[src/rtl/vga_timing_ctrl.sv]
// VGA raster timing generator: pixel/line counters, a framebuffer-latency delay
// line that keeps sync, blanking and color aligned, and a frame-start strobe.
module vga_timing_ctrl #(
  parameter int   H_ACTIVE = 640,
  parameter int   H_FP     = 16,
  parameter int   H_SYNC   = 96,
  parameter int   H_BP     = 48,
  parameter int   V_ACTIVE = 480,
  parameter int   V_FP     = 10,
  parameter int   V_SYNC   = 2,
  parameter int   V_BP     = 33,
  parameter logic HS_POL   = 1'b0,
  parameter logic VS_POL   = 1'b0,
  parameter int   RW       = 3,
  parameter int   GW       = 3,
  parameter int   BW       = 2,
  parameter int   PIPE     = 1,
  parameter int   CNT_W    = 10
) (
  input  logic             CLK,
  input  logic             RST,
  input  logic             PIX_EN,
  input  logic [RW-1:0]    RED,
  input  logic [GW-1:0]    GREEN,
  input  logic [BW-1:0]    BLUE,
  output logic [CNT_W-1:0] ROW,
  output logic [CNT_W-1:0] COLUMN,
  output logic [RW-1:0]    ROUT,
  output logic [GW-1:0]    GOUT,
  output logic [BW-1:0]    BOUT,
  output logic             HSYNC,
  output logic             VSYNC,
  output logic             ACTIVE,
  output logic             VBLANK,
  output logic             FRAME_START
);

  localparam int H_TOTAL = H_ACTIVE + H_FP + H_SYNC + H_BP;
  localparam int V_TOTAL = V_ACTIVE + V_FP + V_SYNC + V_BP;

  localparam logic [CNT_W-1:0] H_LAST     = CNT_W'(H_TOTAL - 1);
  localparam logic [CNT_W-1:0] V_LAST     = CNT_W'(V_TOTAL - 1);
  localparam logic [CNT_W-1:0] H_ACT_END  = CNT_W'(H_ACTIVE);
  localparam logic [CNT_W-1:0] V_ACT_END  = CNT_W'(V_ACTIVE);
  localparam logic [CNT_W-1:0] H_SYNC_BEG = CNT_W'(H_ACTIVE + H_FP);
  localparam logic [CNT_W-1:0] H_SYNC_LST = CNT_W'(H_ACTIVE + H_FP + H_SYNC - 1);
  localparam logic [CNT_W-1:0] V_SYNC_BEG = CNT_W'(V_ACTIVE + V_FP);
  localparam logic [CNT_W-1:0] V_SYNC_LST = CNT_W'(V_ACTIVE + V_FP + V_SYNC - 1);

  logic [CNT_W-1:0] h_cnt, v_cnt, h_nxt, v_nxt;
  logic             h_last, v_last;
  logic [2:0]       raw_flags, dly_flags;

  assign h_last = (h_cnt == H_LAST);
  assign v_last = (v_cnt == V_LAST);
  assign h_nxt  = h_last ? '0 : h_cnt + CNT_W'(1);
  assign v_nxt  = !h_last ? v_cnt : (v_last ? '0 : v_cnt + CNT_W'(1));

  // Flag order is {act, hs, vs}; all-zero means blanked and outside sync.
  assign raw_flags[2] = (h_cnt < H_ACT_END) && (v_cnt < V_ACT_END);
  assign raw_flags[1] = (h_cnt >= H_SYNC_BEG) && (h_cnt <= H_SYNC_LST);
  assign raw_flags[0] = (v_cnt >= V_SYNC_BEG) && (v_cnt <= V_SYNC_LST);

  assign COLUMN = h_cnt;
  assign ROW    = v_cnt;

  always_ff @(posedge CLK) begin
    if (RST) begin
      h_cnt  <= '0;
      v_cnt  <= '0;
      VBLANK <= 1'b0;
    end else if (PIX_EN) begin
      h_cnt  <= h_nxt;
      v_cnt  <= v_nxt;
      VBLANK <= (v_nxt >= V_ACT_END);
    end
  end

  // The strobe is not gated by PIX_EN so it lasts exactly one CLK cycle.
  always_ff @(posedge CLK) begin
    if (RST) FRAME_START <= 1'b0;
    else     FRAME_START <= PIX_EN && h_last && v_last;
  end

  generate
    if (PIPE == 0) begin : g_nopipe
      assign dly_flags = raw_flags;
    end else begin : g_pipe
      logic [2:0] stage [PIPE];
      always_ff @(posedge CLK) begin
        if (RST) begin
          for (int i = 0; i < PIPE; i++) stage[i] <= 3'b000;
        end else if (PIX_EN) begin
          stage[0] <= raw_flags;
          for (int i = 1; i < PIPE; i++) stage[i] <= stage[i-1];
        end
      end
      assign dly_flags = stage[PIPE-1];
    end
  endgenerate

  // Color arriving now belongs to the pixel whose flags leave the delay line now.
  always_ff @(posedge CLK) begin
    if (RST) begin
      ACTIVE <= 1'b0;
      HSYNC  <= ~HS_POL;
      VSYNC  <= ~VS_POL;
      ROUT   <= '0;
      GOUT   <= '0;
      BOUT   <= '0;
    end else if (PIX_EN) begin
      ACTIVE <= dly_flags[2];
      HSYNC  <= dly_flags[1] ? HS_POL : ~HS_POL;
      VSYNC  <= dly_flags[0] ? VS_POL : ~VS_POL;
      ROUT   <= dly_flags[2] ? RED   : '0;
      GOUT   <= dly_flags[2] ? GREEN : '0;
      BOUT   <= dly_flags[2] ? BLUE  : '0;
    end
  end

endmodule

[config.mk]
export PLATFORM = sky130hd
export DESIGN_NAME = vga_timing_ctrl
export DESIGN_NICKNAME = d
export VERILOG_FILES = /design/src/rtl/vga_timing_ctrl.sv
export SDC_FILE = /design/constraint.sdc
export NUM_CORES = 1
export LEC_CHECK = 0
export ABC_AREA = 0
export BUFFER_PORTS_ARGS = -buffer_cell sky130_fd_sc_hd__buf_2
export CORE_ASPECT_RATIO = 2
export CORE_MARGIN = 1.5
export CORE_UTILIZATION = 35
export CTS_CLUSTER_SIZE = 40
export DETAILED_ROUTE_END_ITERATION = 8
export GPL_TIMING_DRIVEN = 0
export PLACE_DENSITY_LB_ADDON = 0.25
export REMOVE_ABC_BUFFERS = 1
export SLEW_MARGIN = 5
export SYNTH_ARGS = -nofsm -noshare
export SYNTH_HDL_FRONTEND = slang
export SYNTH_SLANG_ARGS = --single-unit
[constraint.sdc]
create_clock -name CLK -period 3.8 [get_ports CLK]
set_input_delay 0.57 -clock CLK [delete_from_list [all_inputs] [get_ports CLK]]
set_output_delay 0.57 -clock CLK [all_outputs]
set_load 0.01 [all_outputs]
==> out/metrics.yaml, run 1 <==
synth:
  yosysTopAreaCell: "dfxtp_1"
  synth_ff_type: "dfxtp_1"
  netlist_instances: 185
  ys_top_cells_by_area: "dfxtp_1 40%, edfxtp_1 5.5%, nor2_1 5.5%, xor2_1 4.3%, a22oi_1 3.7%"
  synth_cell_types: 40
  synth_edf_count: 3
  avgSynthCellArea_um2: 8.84
  synth_top_area_share_pct: 40.4
  synth-seq-area-share_pct: 45.9
  netlist_area_um2: 1640
  synth-warning-count: 0
  ys_seq_elements: 36
  synthArstFlopShare_pct: 0
floorplan:
  dieArea_um2: 5120
  num_rows: 35
  ios: 44
  coreArea_um2: 4550
  start_util_pct: 35.9
  die_w_um: 51.3
  die-height_um: 99.7
sta:
  fmax_ghz: 0.364
  finalClockSkew_ns: 0.00941
  hold_violations: 0
  worst_pin_slew_ns: 1.12
  fin_crit_ns: 2.75
  slew_violations: 0
  setup_ws_ns: 1.05
  finalSetupTns_ns: 0
  slew_headroom_pct: 25.6
  rsz0062_at_grt: "false"
  hold_slack_ns: 0.482
  setup_violations: 0
  finalCritPeriodShare_pct: 72.3
worst_setup_path:
  ff2ff_setup_slack_ns: 1.05
  path_max_fanout: 17
  required_ns: 3.98
  cp_cell_sequence: "or4b_4 -> nor3_2 -> a21oi_1 -> and3_1 -> or3_1"
  arrival_ns: 2.92
  reg2reg_depth: 5
  cpPeakStageDelay_ns: 0.60
  cp-endpoint: "ROW[7]"
  startpoint: "COLUMN[5]"
  timing.rr.start: "COLUMN[5]"
  worstSetupStartpointType: "register"
  worstSetupEndpointType: "register"
  crit_slowest_cell: "or4b_4"
  crit_type: "register to register"
  reg2reg_to: "ROW[7]"
power_and_ir_drop:
  p_int_uw: 573
  p_leak_nw: 0.839
  combPwrFrac_pct: 5.7
  powerDensity_nw_per_um2: 373
  swShare_pct: 22.9
  pwr-share-seq_pct: 53.1
  clock_power_share_pct: 41.3
  p_switching_uw: 170
  max-vdd-ir-drop_v: 0.000224
  total_power_uw: 742
cells_and_area:
  fillCellCount: 501
  final_common_cell: "buf_2"
  drive_above_1_share_pct: 24.1
  final_cell_area_um2: 1990
  layout_common_cells: "43 x buf_2, 33 x dfxtp_1, 24 x nor2_1"
  fin_util_pct: 43.7
  area_growth_pct: 21.6
  num_antenna_cells: 0
  instances_no_fill: 283
  nNetsFinal: 242
drt:
  vias_per_cell: 5.35
  ant_nets: 0
  drc: 0
  dr.pass1.iters: 4
  wl_met3_um: 250
  wl_met1_mm: 1.49
  vias: 1514
  dr.max_layer_used: "met4"
  dr_wl_met2_mm: 1.94
  drt-total-wl_mm: 3.79
  drt-initial-drc-count: 35
  wl_per_cell_um: 13.4
cts:
  cts_setup_buffers: 0
  cts_tree: "done"
  path_clk_slew_ns: 0.08
  hold_buffers: 0
  h-tree-depth: 2
  clkLatencyLatePin_ns: 0.29
  cts_buffers: 5
  clock_path_buffers: 2
  clock-root-buffer: "clkbuf_8"
  cts_sinks: 36
  cts.repair.resized: 0
global_route:
  grt_use_total_pct: 16.1
  antenna_found_initial: 0
  grt_pass1_vias: 1401
  grt_max_degree: 18
  grt_pass1_wl_mm: 6.35
  grt.overflow.total: 0
worst_hold_path:
  worst_hold_path_type: "register to register"
  holdPathStages: 1
placement:
  detailed_place_hpwl_mm: 2.77
  port_buffers: 43
  dpl_cell_area_um2: 1880
  dpl_worst_slack_ns: 1.06
  gp_congestion: 0.829
  numPlacedInstances: 275
flow_run:
  drv_cap: 0
status:
  outcome: "completed"
## cell families (layout without fill, tap and decap cells)
group                    Yosys count  count (layout)  synth area share, %
AND/OR/NAND/NOR                   83              83                 26.5
flip-flops                        36              36                 45.9
AO/OA/AOI/OAI                     35              35                 14.4
buffers and inverters             16              59                 4.13
XOR/XNOR                          10              10                 5.36
adder cells (fa/ha/maj)            4               4                 3.06
multiplexers                       1               1                0.612
## registers in the layout (all words and copies together), names as in the netlist
| name | count |
|---|---|
| COLUMN | 10 |
| ROW | 10 |
| GOUT | 3 |
| ROUT | 3 |
| g_pipe.stage | 3 |
| BOUT | 2 |
| ACTIVE | 1 |
| FRAME_START | 1 |
| HSYNC | 1 |
| VBLANK | 1 |
| VSYNC | 1 |
## worst max-delay path: cells and delay by family (launching register included)
family,cells,cell delay [ns]
compound gates,1,0.48
flops,1,0.39
simple gates,4,1.76
## worst min-delay path by stage
stage                        from      to
6_report                   VBLANK  VBLANK
3_5_place_dp               VBLANK  VBLANK
4_1_cts                    VBLANK  VBLANK
3_3_place_gp               VBLANK  VBLANK
5_1_grt                    VBLANK  VBLANK
2_1_floorplan  g_pipe.stage[0][1]   HSYNC
## metal layers
layer	track usage [%]	vias to the layer above
li1	-	745
met3	4.20	8
met4	7.69	0
met1	18.1	711
met5	0	-
met2	27.5	50
## power by group through the flow
stage / Clock [mW] / Combinational [mW] / Sequential [mW]
6_report: 0.306 / 0.0421 / 0.394
4_1_cts: 0.320 / 0.0430 / 0.394
2_1_floorplan: 0 / 0.0197 / 0.405
3_5_place_dp: 0 / 0.0426 / 0.403
3_3_place_gp: 0 / 0.0424 / 0.402
5_1_grt: 0.334 / 0.0479 / 0.395
## synthesized netlist by cell type, types with 2 or more instances
cell	count
xnor2_1	2
a21o_1	2
a22oi_1	8
inv_1	7
o21ai_0	7
and2_1	4
a21oi_1	5
ha_1	4
nor2_1	24
clkbuf_1	7
and3_1	2
nand2_1	16
nand4_1	7
edfxtp_1	3
xor2_1	8
nor4_1	5
or3_1	2
nand2b_1	5
nand3_1	9
dfxtp_1	33
a31oi_1	5
a22o_1	2
## area by class of cell
| cell class | count | area, um^2 | area share, % |
|---|---|---|---|
| multi-input combinational | 133 | 817 | 41.1 |
| timing repair buffer | 43 | 215 | 10.8 |
| clock buffer | 6 | 93.8 | 4.72 |
| inverter | 8 | 30.0 | 1.51 |
| tap | 55 | 68.8 | 3.46 |
| clock inverter | 2 | 12.5 | 0.629 |
| sequential | 36 | 751 | 37.8 |
(Power assumes the default switching activity.)
==> run 2: changes to the inputs <==
Clock period 3.8 ns to 2.59 ns, I/O delays scaled along.
==> out/metrics.yaml, run 2 (synthesized netlist as in run 1, its figures left out) <==
worst_setup_path:
  path_delay_family: "simple AND/OR/NAND/NOR gates"
  required_ns: 2.77  # -1.21 ns
  path_max_fanout: 6  # -11
  crit_buf_inv: 0  # unchanged
  crit_slowest_cell: "nor4_2"
  cp_cell_sequence: "ha_1 -> nand3_1 -> nor4_2 -> nand3_1 -> and3_1 -> or3_1"
  worstSetupEndpointType: "register"
  arrival_ns: 2.56  # -0.36 ns
  cpPeakStageDelay_ns: 0.61  # about the same
  crit_type: "register to register"
  worstSetupStartpointType: "register"
  cpMostUsedCell: "nand3_1"
sta:
  finalCritPeriodShare_pct: 91.9  # +20 points
  fin_crit_ns: 2.38  # -0.366 ns
  fmax_ghz: 0.420  # +15%
  setup_ws_ns: 0.209  # -0.844 ns
  slew_violations: 0  # unchanged
  setup_violations: 0  # unchanged
  worst_pin_slew_ns: 0.672  # -0.444 ns
  rsz0062_at_grt: "false"
  finalSetupTns_ns: 0  # unchanged
  finalClockSkew_ns: 0.00843  # -0.000975 ns
  slew_headroom_pct: 55.2  # +30 points
  hold_slack_ns: 0.325  # -0.158 ns
  hold_violations: 0  # unchanged
cts:
  h-tree-depth: 2  # unchanged
  cts_sinks: 36  # unchanged
  clock-root-buffer: "clkbuf_8"
  path_clk_slew_ns: 0.08  # about the same
  clkLatencyLatePin_ns: 0.29  # about the same
  cts_tree: "done"
  cts_buffers: 5  # unchanged
  clock_path_buffers: 2  # unchanged
drt:
  drt-total-wl_mm: 3.85  # +1.5%
  drt-initial-drc-count: 36  # +2.9%
  vias_per_cell: 5.30  # -0.86%
  wl_per_cell_um: 13.6  # +1.5%
  vias: 1501  # -0.86%
  drc: 0  # unchanged
  ant_nets: 0  # unchanged
  dr.pass1.iters: 4  # unchanged
power_and_ir_drop:
  swShare_pct: 23.0  # +0.16 points
  p_leak_nw: 0.855  # +1.9%
  p_int_uw: 840  # +47%
  clock_power_share_pct: 41.3  # about the same
  combPwrFrac_pct: 5.7  # about the same
  pwr-share-seq_pct: 52.9  # -0.2 points
  total_power_mw: 1.09  # +47%
  p_switching_uw: 251  # +48%
  powerDensity_nw_per_um2: 543  # +45%
  max-vdd-ir-drop_v: 0.000327  # +46%
placement:
  gp_congestion: 0.829  # unchanged
  port_buffers: 43  # unchanged
  dpl_worst_slack_ns: -0.150  # -1.21 ns
  detailed_place_hpwl_mm: 2.77  # unchanged
global_route:
  grt_max_degree: 18  # unchanged
  grt_pass1_wl_mm: 6.35  # unchanged
  grt.overflow.total: 0  # unchanged
  antenna_found_initial: 0  # unchanged
  grt_pass1_vias: 1401  # unchanged
  grt_use_total_pct: 16.1  # unchanged
cells_and_area:
  nNetsFinal: 242  # unchanged
  drive_above_1_share_pct: 25.4  # +1.3 points
  num_antenna_cells: 0  # unchanged
  layout_common_cells: "43 x buf_2, 33 x dfxtp_1, 24 x nor2_1"
  final_common_cell: "buf_2"
  fin_util_pct: 44.1  # +0.49 points
  area_growth_pct: 23.0
floorplan:
  die_w_um: 51.3  # unchanged
  dieArea_um2: 5120  # unchanged
  coreArea_um2: 4550  # unchanged
  start_util_pct: 35.9  # unchanged
  ios: 44  # unchanged
  num_rows: 35  # unchanged
  die-height_um: 99.7  # unchanged
flow_run:
  drv_cap: 0  # unchanged
status:
  outcome: "completed"
worst_hold_path:
  worst_hold_path_type: "primary input to register"
-- run 2: worst paths after layout --
check | slack, ns | from | to | cells after the start
hold / removal | 0.32 | RED[0] | ROUT[0] | 3
setup reg to reg | 0.21 | COLUMN[0] | ROW[7] | 6
hold reg to reg | 0.48 | VBLANK | VBLANK | 1
setup / recovery | 0.21 | COLUMN[0] | ROW[7] | 6
-- run 2: power by group through the flow --
stage	Clock (mW)	Sequential (mW)	Combinational [mW]
global route	0.490	0.580	0.0706
CTS	0.469	0.578	0.0633
global placement	0	0.591	0.0622
detailed placement	0	0.591	0.0625
floorplan	0	0.594	0.0288
finish	0.451	0.578	0.0624
-- run 2: cell type report --
cell class | count | area, um^2
fillers | 503 | 2540
multi-input cells | 133 | 840
flip-flops and latches | 36 | 751
repair buffers | 43 | 215
clock buffers | 6 | 93.8
well taps | 55 | 68.8
inverters | 8 | 30.0
clock inverters | 2 | 12.5
-- run 2: timing repair --
action	in CTS	in global routing
buffers inserted	0	0
gates resized for setup	1	3
hold buffers	0	0
setup endpoints to repair	2	3
-- run 2: routing by layer --
metal	track usage, %	part of all wire (%)	vias to the layer above
li1	-	-	745
met1	18.1	41	712
met2	27.5	52	39
met3	4.20	5.5	5
met4	7.69	1.8	0
met5	0	0	-
-- run 2: worst min-delay path, stage by stage --
cell and delay [ns]:
buf_2 0.08, a22oi_1 0.05, nor2_1 0.07
-- run 2: metrics by stage --
stage          instance area, um^2  cells
2_1_floorplan                 1600    177
3_3_place_gp                  1880    275
3_5_place_dp                  1880    275
4_1_cts                       1990    283
5_1_grt                       2010    283
6_report                      2010    283
==> run 3: changes to the inputs <==
Settings changed: PLACE_DENSITY set to 0.58, PLACE_DENSITY_LB_ADDON 0.25 to not set, RECOVER_POWER set to 50.
==> out/metrics.yaml, run 3 (synthesized netlist as in run 1, its figures left out) <==
cts:
  hold_buffers: 0  # unchanged
  h-tree-depth: 2  # unchanged
  path_clk_slew_ns: 0.08  # about the same
  cts_sinks: 36  # unchanged
  cts_buffers: 5  # unchanged
  clock_path_buffers: 2  # unchanged
  clock-root-buffer: "clkbuf_8"
  cts_tree: "done"
  clkLatencyLatePin_ns: 0.29  # about the same
sta:
  fmax_ghz: 0.399  # -5.1%
  setup_violations: 0  # unchanged
  worst_pin_slew_ns: 0.728  # +0.0560 ns
  finalCritPeriodShare_pct: 96.9  # +4.9 points
  fin_crit_ns: 2.51  # +0.128 ns
  slew_violations: 0  # unchanged
  finalClockSkew_ns: 0.00813  # -0.000301 ns
  slew_headroom_pct: 51.0  # -4.2 points
  setup_ws_ns: 0.0813  # -0.128 ns
  hold_violations: 0  # unchanged
  rsz0062_at_grt: "false"
floorplan:
  ios: 44  # unchanged
  coreArea_um2: 4550  # unchanged
  num_rows: 35  # unchanged
  die_w_um: 51.3  # unchanged
  die-height_um: 99.7  # unchanged
  start_util_pct: 35.9  # unchanged
  dieArea_um2: 5120  # unchanged
power_and_ir_drop:
  p_leak_nw: 0.786  # -8.1%
  powerDensity_nw_per_um2: 657  # +21%
  total_power_mw: 1.33  # +22%
  max-vdd-ir-drop_v: 0.000568  # +74%
cells_and_area:
  layout_common_cells: "33 x dfxtp_1, 24 x nor2_1, 24 x clkbuf_1"
  nNetsFinal: 242  # unchanged
  area_growth_pct: 23.9
  fin_util_pct: 44.5  # +0.36 points
  final_common_cell: "dfxtp_1"
  drive_above_1_share_pct: 14.5  # -11 points
  instances_no_fill: 283  # unchanged
  num_antenna_cells: 0  # unchanged
  final_cell_area_um2: 2030  # +0.81%
status:
  outcome: "completed"
global_route:
  antenna_found_initial: 0  # unchanged
  met2_usage_pct: 28.1  # +0.60 points
  grt_max_degree: 18  # unchanged
  busiest_layer: "met2"
  met3_usage_pct: 3.75  # -0.45 points
  grt_use_met1_pct: 17.9  # -0.22 points
  grt_pass1_wl_mm: 6.26  # -1.5%
  grt.overflow.total: 0  # unchanged
  grt_pass1_vias: 1318  # -5.9%
  grt_use_total_pct: 16.2  # +0.081 points
drt:
  drt-total-wl_mm: 3.87  # +0.49%
  vias_per_cell: 5.16  # -2.7%
  drt-initial-drc-count: 31  # -14%
  ant_nets: 0  # unchanged
  vias: 1461  # -2.7%
  drc: 0  # unchanged
  wl_per_cell_um: 13.7  # +0.49%
  dr.pass1.iters: 4  # unchanged
worst_setup_path:
  timing.rr.start: "COLUMN[5]"
  arrival_ns: 2.69  # +0.13 ns
  required_ns: 2.77  # about the same
  startpoint: "COLUMN[5]"
  reg2reg_to: "ROW[7]"
  reg2reg_depth: 5  # -1
  worstSetupStartpointType: "register"
  path_max_fanout: 9  # +3
  worstSetupEndpointType: "register"
  cp-endpoint: "ROW[7]"
  crit_type: "register to register"
  ff2ff_setup_slack_ns: 0.08  # -0.13 ns
flow_run:
  drv_cap: 0  # unchanged
placement:
  dpl_worst_slack_ns: -0.120  # +0.0301 ns
  dpl_cell_area_um2: 1880  # unchanged
  gp_congestion: 0.786  # -5.1%
  numPlacedInstances: 275  # unchanged
  port_buffers: 43  # unchanged
  detailed_place_hpwl_mm: 2.78  # +0.31%
worst_hold_path:
  worst_hold_path_type: "primary input to register"
run 3: cell count changes in the layout (fill, tap and decap cells not counted), sizes merged:
cell / previous run / this run
buf: 43 / 19
bufinv: 0 / 3
clkbuf: 6 / 29
clkinv: 2 / 1
clkinvlp: 1 / 0
run 3: worst min-delay path by stage:
| stage | cells past startpoint | start | end | slack (ns) |
|---|---|---|---|---|
| after global routing | 3 | RED[0] | ROUT[0] | 0.34 |
| after floorplan | 1 | RST | COLUMN[1] | 0.46 |
| final | 3 | GREEN[0] | GOUT[0] | 0.33 |
| after global placement | 2 | HSYNC | HSYNC | 0.46 |
| after detailed placement | 1 | VBLANK | VBLANK | 0.47 |
| after CTS | 3 | GREEN[0] | GOUT[0] | 0.33 |
run 3: cell type report:
type	count	area, um^2
Multi-Input combinational cell	133	833
Clock buffer	5	68.8
Timing Repair Buffer	43	185
Tap cell	55	68.8
Fill cell	480	2530
Inverter	8	30.0
Clock inverter	3	90.1
Sequential cell	36	751
run 3: per-stage QoR:
step	hold WS (ns)	setup TNS, ns
after global placement	0.462	-0.141
after detailed placement	0.469	-0.158
after global routing	0.338	0
final	0.330	0
after floorplan	0.458	0
after CTS	0.330	0
run 3: what timing repair did:
item                       in CTS  in global routing
setup buffers                   0                  0
setup endpoints to repair       2                  2
gates resized for setup         1                  2
run 3: power by group:
group | internal [mW] | switching, mW | leakage (nW) | total (mW)
Clock | 0.482 | 0.211 | 0.0784 | 0.693
Combinational | 0.0211 | 0.0390 | 0.407 | 0.0601
Sequential | 0.571 | 0.00767 | 0.301 | 0.579
run 3: worst max-delay path, cell delays in order (launching register included):
cell and delay [ns]:
dfxtp_1 0.39, or4b_4 0.61, nor4_1 0.67, nand3_1 0.19
and3_1 0.21, or3_1 0.33
run 3: layer usage:
metal	wire length [um]	vias up
met1	1600	671
met5	0	-
met2	1970	39
li1	-	744
met3	202	7
met4	98	0
